==> config.mk <==
export PLATFORM = sky130hd
export DESIGN_NAME = spi_frame_ctrl
export DESIGN_NICKNAME = d
export VERILOG_FILES = /design/src/rtl/spi_pkg.sv /design/src/rtl/spi_frame_buf.sv /design/src/rtl/spi_frame_ctrl.sv
export SDC_FILE = /design/constraint.sdc
export NUM_CORES = 1
export LEC_CHECK = 0
export CAP_MARGIN = 20
export CORE_ASPECT_RATIO = 1.75
export CORE_MARGIN = 2
export CORE_UTILIZATION = 55
export DETAILED_ROUTE_END_ITERATION = 10
export PLACE_DENSITY = 0.85
export SLEW_MARGIN = 25
export SYNTH_ARGS = -nofsm -noshare
export SYNTH_HDL_FRONTEND = slang
export SYNTH_SLANG_ARGS = --single-unit
export TNS_END_PERCENT = 100
==> constraint.sdc <==
create_clock -name clk -period 6.55 [get_ports clk]
set_input_delay 0.9825 -clock clk [delete_from_list [all_inputs] [get_ports clk]]
set_output_delay 0.9825 -clock clk [all_outputs]
set_load 0.005 [all_outputs]
==> src/rtl/spi_pkg.sv <==
// Shared definitions for the SPI frame sequencer: state encoding, bytes-per-word helper, edge macros.
// Optional feature macro used by this slice: SPI_FRAME_CTRL_REPEAT_EN.
`ifndef SPI_PKG_SV
`define SPI_PKG_SV

`define SPI_EDGE_RISE(q, d) (~(q) & (d))
`define SPI_EDGE_FALL(q, d) ((q) & ~(d))

package spi_pkg;

    typedef enum logic [1:0] {
        IDLE  = 2'd0,
        ARMED = 2'd1,
        SEND  = 2'd2,
        DONE  = 2'd3
    } state_e;

    function automatic int calc_bpw(input int data_width, input int spi_width);
        return data_width / spi_width;
    endfunction

    // Index width that stays legal for a depth of one.
    function automatic int idx_w(input int depth);
        return (depth > 1) ? $clog2(depth) : 1;
    endfunction

endpackage

`endif

==> src/rtl/spi_frame_buf.sv <==
// Frame word storage: one synchronous write port, one asynchronous read port.
module spi_frame_buf
    import spi_pkg::*;
#(
    parameter int DATA_WIDTH  = 32,
    parameter int FRAME_WORDS = 4,
    parameter int PTR_W       = idx_w(FRAME_WORDS)
) (
    input  logic                  clk,
    input  logic                  wr_en,
    input  logic [PTR_W-1:0]      wr_addr,
    input  logic [DATA_WIDTH-1:0] wr_data,
    input  logic [PTR_W-1:0]      rd_ptr,
    output logic [DATA_WIDTH-1:0] rd_data
);

    logic [DATA_WIDTH-1:0] mem_q [FRAME_WORDS];

    always_ff @(posedge clk) begin
        if (wr_en) begin
            mem_q[wr_addr] <= wr_data;
        end
    end

    assign rd_data = mem_q[rd_ptr];

endmodule

==> src/rtl/spi_frame_ctrl.sv <==
// Frame sequencer feeding buffered words into the SPI slave serializer one byte-group at a time.
// SPI_FRAME_CTRL_REPEAT_EN: when defined, a finished or aborted frame re-arms instead of clearing.
module spi_frame_ctrl
    import spi_pkg::*;
#(
    parameter int DATA_WIDTH     = 32,
    parameter int SPI_DATA_WIDTH = 8,
    parameter int FRAME_WORDS    = 4
) (
    input  logic                               clk,
    input  logic                               rst,
    input  logic                               load_wr,
    input  logic [DATA_WIDTH-1:0]              data_in,
    input  logic                               commit,
    input  logic                               start,
    input  logic                               byte_ready,
    output logic                               hw_wr,
    output logic [DATA_WIDTH-1:0]              hw_data,
    output logic                               busy,
    output logic                               frame_done,
    output logic [$clog2(FRAME_WORDS+1)-1:0]   word_cnt,
    output logic                               err
);

    localparam int BPW = calc_bpw(DATA_WIDTH, SPI_DATA_WIDTH);
    localparam int CW  = $clog2(FRAME_WORDS + 1);
    localparam int PW  = idx_w(FRAME_WORDS);
    localparam int BW  = idx_w(BPW);
    localparam logic [CW-1:0] FULL_CNT  = CW'(FRAME_WORDS);
    localparam logic [BW-1:0] LAST_BYTE = BW'(BPW - 1);

    state_e                state_q, state_d;
    logic [CW-1:0]         word_cnt_q, word_cnt_d;
    logic [PW-1:0]         rptr_q, rptr_d;
    logic [BW-1:0]         bcnt_q, bcnt_d;
    logic                  ready_q, start_q;
    logic                  hw_wr_q, hw_wr_d;
    logic [DATA_WIDTH-1:0] hw_data_q, hw_data_d;
    logic                  busy_q, busy_d;
    logic                  frame_done_q, frame_done_d;
    logic                  err_q, err_d;

    logic                  byte_done, start_rise, start_fall;
    logic                  last_byte, last_word;
    logic                  buf_we;
    logic [PW-1:0]         rd_ptr;
    logic [DATA_WIDTH-1:0] rd_data;

    assign byte_done  = `SPI_EDGE_FALL(ready_q, byte_ready);
    assign start_rise = `SPI_EDGE_RISE(start_q, start);
    assign start_fall = `SPI_EDGE_FALL(start_q, start);
    assign last_byte  = (bcnt_q == LAST_BYTE);
    assign last_word  = (CW'(rptr_q) == (word_cnt_q - CW'(1)));

    // Read side looks ahead to the next word only while sending; otherwise it presents word 0.
    assign rd_ptr = (state_q == SEND && !start_fall) ? (rptr_q + PW'(1)) : '0;

    spi_frame_buf #(
        .DATA_WIDTH  (DATA_WIDTH),
        .FRAME_WORDS (FRAME_WORDS),
        .PTR_W       (PW)
    ) u_buf (
        .clk     (clk),
        .wr_en   (buf_we),
        .wr_addr (word_cnt_q[PW-1:0]),
        .wr_data (data_in),
        .rd_ptr  (rd_ptr),
        .rd_data (rd_data)
    );

    always_comb begin
        state_d      = state_q;
        word_cnt_d   = word_cnt_q;
        rptr_d       = rptr_q;
        bcnt_d       = bcnt_q;
        hw_data_d    = hw_data_q;
        hw_wr_d      = 1'b0;
        frame_done_d = 1'b0;
        err_d        = err_q;
        buf_we       = 1'b0;

        if (byte_done && state_q != SEND) err_d = 1'b1;
        if (load_wr && state_q != IDLE)   err_d = 1'b1;

        case (state_q)
            IDLE: begin
                if (load_wr) begin
                    if (word_cnt_q == FULL_CNT) begin
                        err_d = 1'b1;
                    end else begin
                        buf_we     = 1'b1;
                        word_cnt_d = word_cnt_q + CW'(1);
                    end
                end
                // A word written in the commit cycle is not yet in the buffer, so bypass it.
                if (commit && word_cnt_d != '0) begin
                    state_d   = ARMED;
                    hw_data_d = (buf_we && word_cnt_q == '0) ? data_in : rd_data;
                end
            end
            ARMED: begin
                hw_data_d = rd_data;
                if (start_rise) begin
                    state_d = SEND;
                    rptr_d  = '0;
                    bcnt_d  = '0;
                    hw_wr_d = 1'b1;
                end
            end
            SEND: begin
                if (byte_done && last_byte && last_word) begin
                    state_d      = DONE;
                    frame_done_d = 1'b1;
                end else if (start_fall) begin
                    err_d = 1'b1;
`ifdef SPI_FRAME_CTRL_REPEAT_EN
                    state_d   = ARMED;
                    hw_data_d = rd_data;
`else
                    state_d    = IDLE;
                    word_cnt_d = '0;
`endif
                end else if (byte_done) begin
                    if (last_byte) begin
                        rptr_d    = rptr_q + PW'(1);
                        bcnt_d    = '0;
                        hw_data_d = rd_data;
                        hw_wr_d   = 1'b1;
                    end else begin
                        bcnt_d = bcnt_q + BW'(1);
                    end
                end
            end
            default: begin
`ifdef SPI_FRAME_CTRL_REPEAT_EN
                state_d   = ARMED;
                hw_data_d = rd_data;
`else
                state_d    = IDLE;
                word_cnt_d = '0;
`endif
            end
        endcase

        busy_d = (state_d != IDLE);
    end

    always_ff @(posedge clk or posedge rst) begin
        if (rst) begin
            state_q      <= IDLE;
            word_cnt_q   <= '0;
            rptr_q       <= '0;
            bcnt_q       <= '0;
            ready_q      <= 1'b0;
            start_q      <= 1'b0;
            hw_wr_q      <= 1'b0;
            hw_data_q    <= '0;
            busy_q       <= 1'b0;
            frame_done_q <= 1'b0;
            err_q        <= 1'b0;
        end else begin
            state_q      <= state_d;
            word_cnt_q   <= word_cnt_d;
            rptr_q       <= rptr_d;
            bcnt_q       <= bcnt_d;
            ready_q      <= byte_ready;
            start_q      <= start;
            hw_wr_q      <= hw_wr_d;
            hw_data_q    <= hw_data_d;
            busy_q       <= busy_d;
            frame_done_q <= frame_done_d;
            err_q        <= err_d;
        end
    end

    assign hw_wr      = hw_wr_q;
    assign hw_data    = hw_data_q;
    assign busy       = busy_q;
    assign frame_done = frame_done_q;
    assign word_cnt   = word_cnt_q;
    assign err        = err_q;

endmodule

==> flow_summary.yaml <==
setup_path:
  cp.buffers_inverters: 2
  cp-endpoint: "hw_data[25]"
  crit_type: "primary input to flop"
  r2r_end: "hw_data[25]"
  worstPathRequired_ns: 6.86
  crit_chain: "clkdlybuf4s50_1 -> or4b_2 -> o211ai_1 -> and2_1 -> a2111o_2 -> buf_12 -> mux2_4"
  path_depth: 7
  worst_path_max_delay_cell: "clkdlybuf4s50_1"
  rr_worst_depth: 8
  startpoint_type: "primary input"
  critPathTopFamily: "buffers and inverters"
  endpoint_kind: "flop"
  worstSetupStartpoint: "load_wr"
  worstPathMaxFanout: 22
  timing.rr.start: "word_cnt[0]"
  critical_path_arrival_ns: 3.62
  max_stage_delay_ns: 0.63
  rrSetupSlack_ns: 3.32
drt:
  drt_pass1_iterations: 6
  via_per_inst: 6.347
  drc: 0
  ant_nets: 0
  vias: 5027
  drt_iter0_drc: 372
  drt-total-wl_mm: 18.20
  wl_per_cell_um: 22.98
grt:
  first_global_vias: 5196
  grt-ovfl-total: 0
  grtUsageTotal: 0.2506
  grt_max_degree: 65
  antenna_found_initial: 0
  grt_pass1_wl_mm: 27.62
sta:
  relSlewSlack: 0.4268
  grt_setup_unrepaired: "no"
  setup_violations: 0
  finClkSkew_ns: 0.01018
  drv_slew: 0
  holdWs_ns: 0.5105
  fmax_mhz: 301.2
  fin_crit_sh: 0.5068
  finalSetupTns_ns: 0
  worstMarginPinSlew_ns: 0.8588
  report.final.hold_viol_count: 0
  period_needed_ns: 3.320
die:
  placement_rows: 56
  start_util: 0.5615
  die_x_um: 92.36
  die_y_um: 158.6
  core_mm2: 0.01338
  die_area_mm2: 0.01465
  io_pins: 77
cells_and_area:
  n_antenna_cell: 0
  layout.cells.non_filler: 792
  drive_above_1_share: 0.1343
  nets: 653
  areaGrowthSynthToFinish_pct: 20.08
clock_tree:
  clock_sinks: 175
  cts_resized: 0
  cts_buffers: 17
  cts_tree: "built"
  cts_buffer_depth: 2
  path_clk_slew_ns: 0.07
  root_buffer: "clkbuf_16"
  post_cts_buffers: 0
  holdBufCountCts: 0
  clock_latency_ns: 0.43
  cts-htree-levels: 4
job:
  max_cap_violations: 0
logic_synthesis:
  synth_cell_types: 46
  syn_area_mm2: 0.007515
  ys.flop_type: "edfxtp_1"
  synth_top_area_cell: "edfxtp_1"
  synth_edf_count: 128
  async_flop_share: 0.2686
  syn-num-nets: 585
  synthCells: 537
  ys_top_cells_by_count: "128 x edfxtp_1, 47 x dfrtp_1, 41 x nor2_1"
  synthTopCellsByArea: "edfxtp_1 51%, dfrtp_1 16%, mux2_4 6.0%, a22o_1 4.0%, o2bb2ai_1 3.7%"
  yosys_warnings: 0
  syn_area_per_cell_um2: 13.99
  synth_top_area_frac: 0.5115
  ys_seq_area_frac: 0.6680
  synth-seq-cells: 175
  yosysMostFrequentCell: "edfxtp_1"
status:
  status: "finished, final reports clean"
place:
  gp_congestion: 0.9456
  place_inst: 759
  io_buffers: 76
  place_hpwl_mm: 10.14
worst_hold_path:
  hold_path.class: "flop to flop"
  min_from: "hw_data[18]"
pwr:
  peakVddDrop_mv: 0.2737
  power.density_mw_per_mm2: 494.2
  leakagePower_nw: 3.338
==> flip-flops by register name, indices dropped and copies added, names as in the netlist <==
register	cells
u_buf.mem_q	128
state_q	2
rptr_q	2
frame_done	1
ready_q	1
busy	1
bcnt_q	2
word_cnt	3
err	1
start_q	1
hw_wr	1
hw_data	32
==> final cells by class <==
| cell class | instances | area, µm² |
|---|---|---|
| Inverter | 10 | 38.79 |
| Fill cell | 850 | 4359 |
| Sequential cell | 175 | 5020 |
| Clock inverter | 14 | 156.4 |
| Timing Repair Buffer | 86 | 848.3 |
| Multi-Input combinational cell | 315 | 2313 |
| Clock buffer | 18 | 429.2 |
| Tap cell | 174 | 217.7 |
==> metal layers <==
metal  global-route usage  routed length [µm]  part of all wire  up-vias
met3              0.05017                1103             0.061       58
li1                     -                   -                 -     2183
met2               0.4331                9663              0.53      277
met1               0.2857                6588              0.36     2509
met4               0.1514                 843             0.046        0
met5                    0                   0                 0        -
==> cell usage in the layout, fill, tap and decap left out, types with 17 or more instances in the layout <==
| master | instances |
|---|---|
| edfxtp_1 | 128 |
| a31oi_1 | 35 |
| clkdlybuf4s50_1 | 76 |
| mux2_4 | 30 |
| a22o_1 | 34 |
| o21ai_0 | 34 |
| dfrtp_1 | 47 |
| clkbuf_16 | 17 |
| nor2_1 | 40 |
| o2bb2ai_1 | 32 |
| nand2_1 | 40 |
==> logic make-up after synthesis <==
group	after synthesis	share of synthesized area
adder cells (fa/ha/maj)	10	0.01665
AO/OA/AOI/OAI	153	0.1479
buffers and inverters	47	0.02714
AND/OR/NAND/NOR	114	0.06993
multiplexers	34	0.06577
XOR/XNOR	4	0.004663
flip-flops	175	0.6680
==> worst min-delay path by stage <==
stage	end	cells after the start	slack (ns)
2_1_floorplan	err	2	0.49
5_1_grt	hw_data[13]	1	0.52
6_report	hw_data[18]	1	0.51
4_1_cts	hw_data[13]	1	0.51
3_5_place_dp	hw_data[18]	1	0.50
3_3_place_gp	hw_data[14]	1	0.50
==> worst reg2reg max path, cell delays in order, from the launching register on <==
cell,delay (ns)
dfrtp_1,0.52
inv_1,0.16
ha_1,0.39
or4b_2,0.65
o211ai_1,0.14
and2_1,0.19
a2111o_2,0.42
buf_12,0.28
mux2_4,0.37
==> report_power, final <==
part,switching (mW),total [mW],internal [mW]
registers,0.155,1.62,1.46
clock network,0.433,1.00,0.568
logic,0.913,1.84,0.930
total,1.50,4.46,2.96
==> through the flow <==
stage | setup WS [ns] | total power [mW] | utilization | instance area, µm²
floorplan | 3.802 | 2.826 | - | 7515
CTS | 2.982 | 4.437 | 0.6727 | 9002
global placement | 2.623 | 3.310 | 0.6286 | 8412
finish | 3.230 | 4.459 | 0.6743 | 9024
detailed placement | 2.529 | 3.407 | 0.6289 | 8417
global route | 3.161 | 4.638 | 0.6743 | 9024
(Power assumes the default switching activity.)
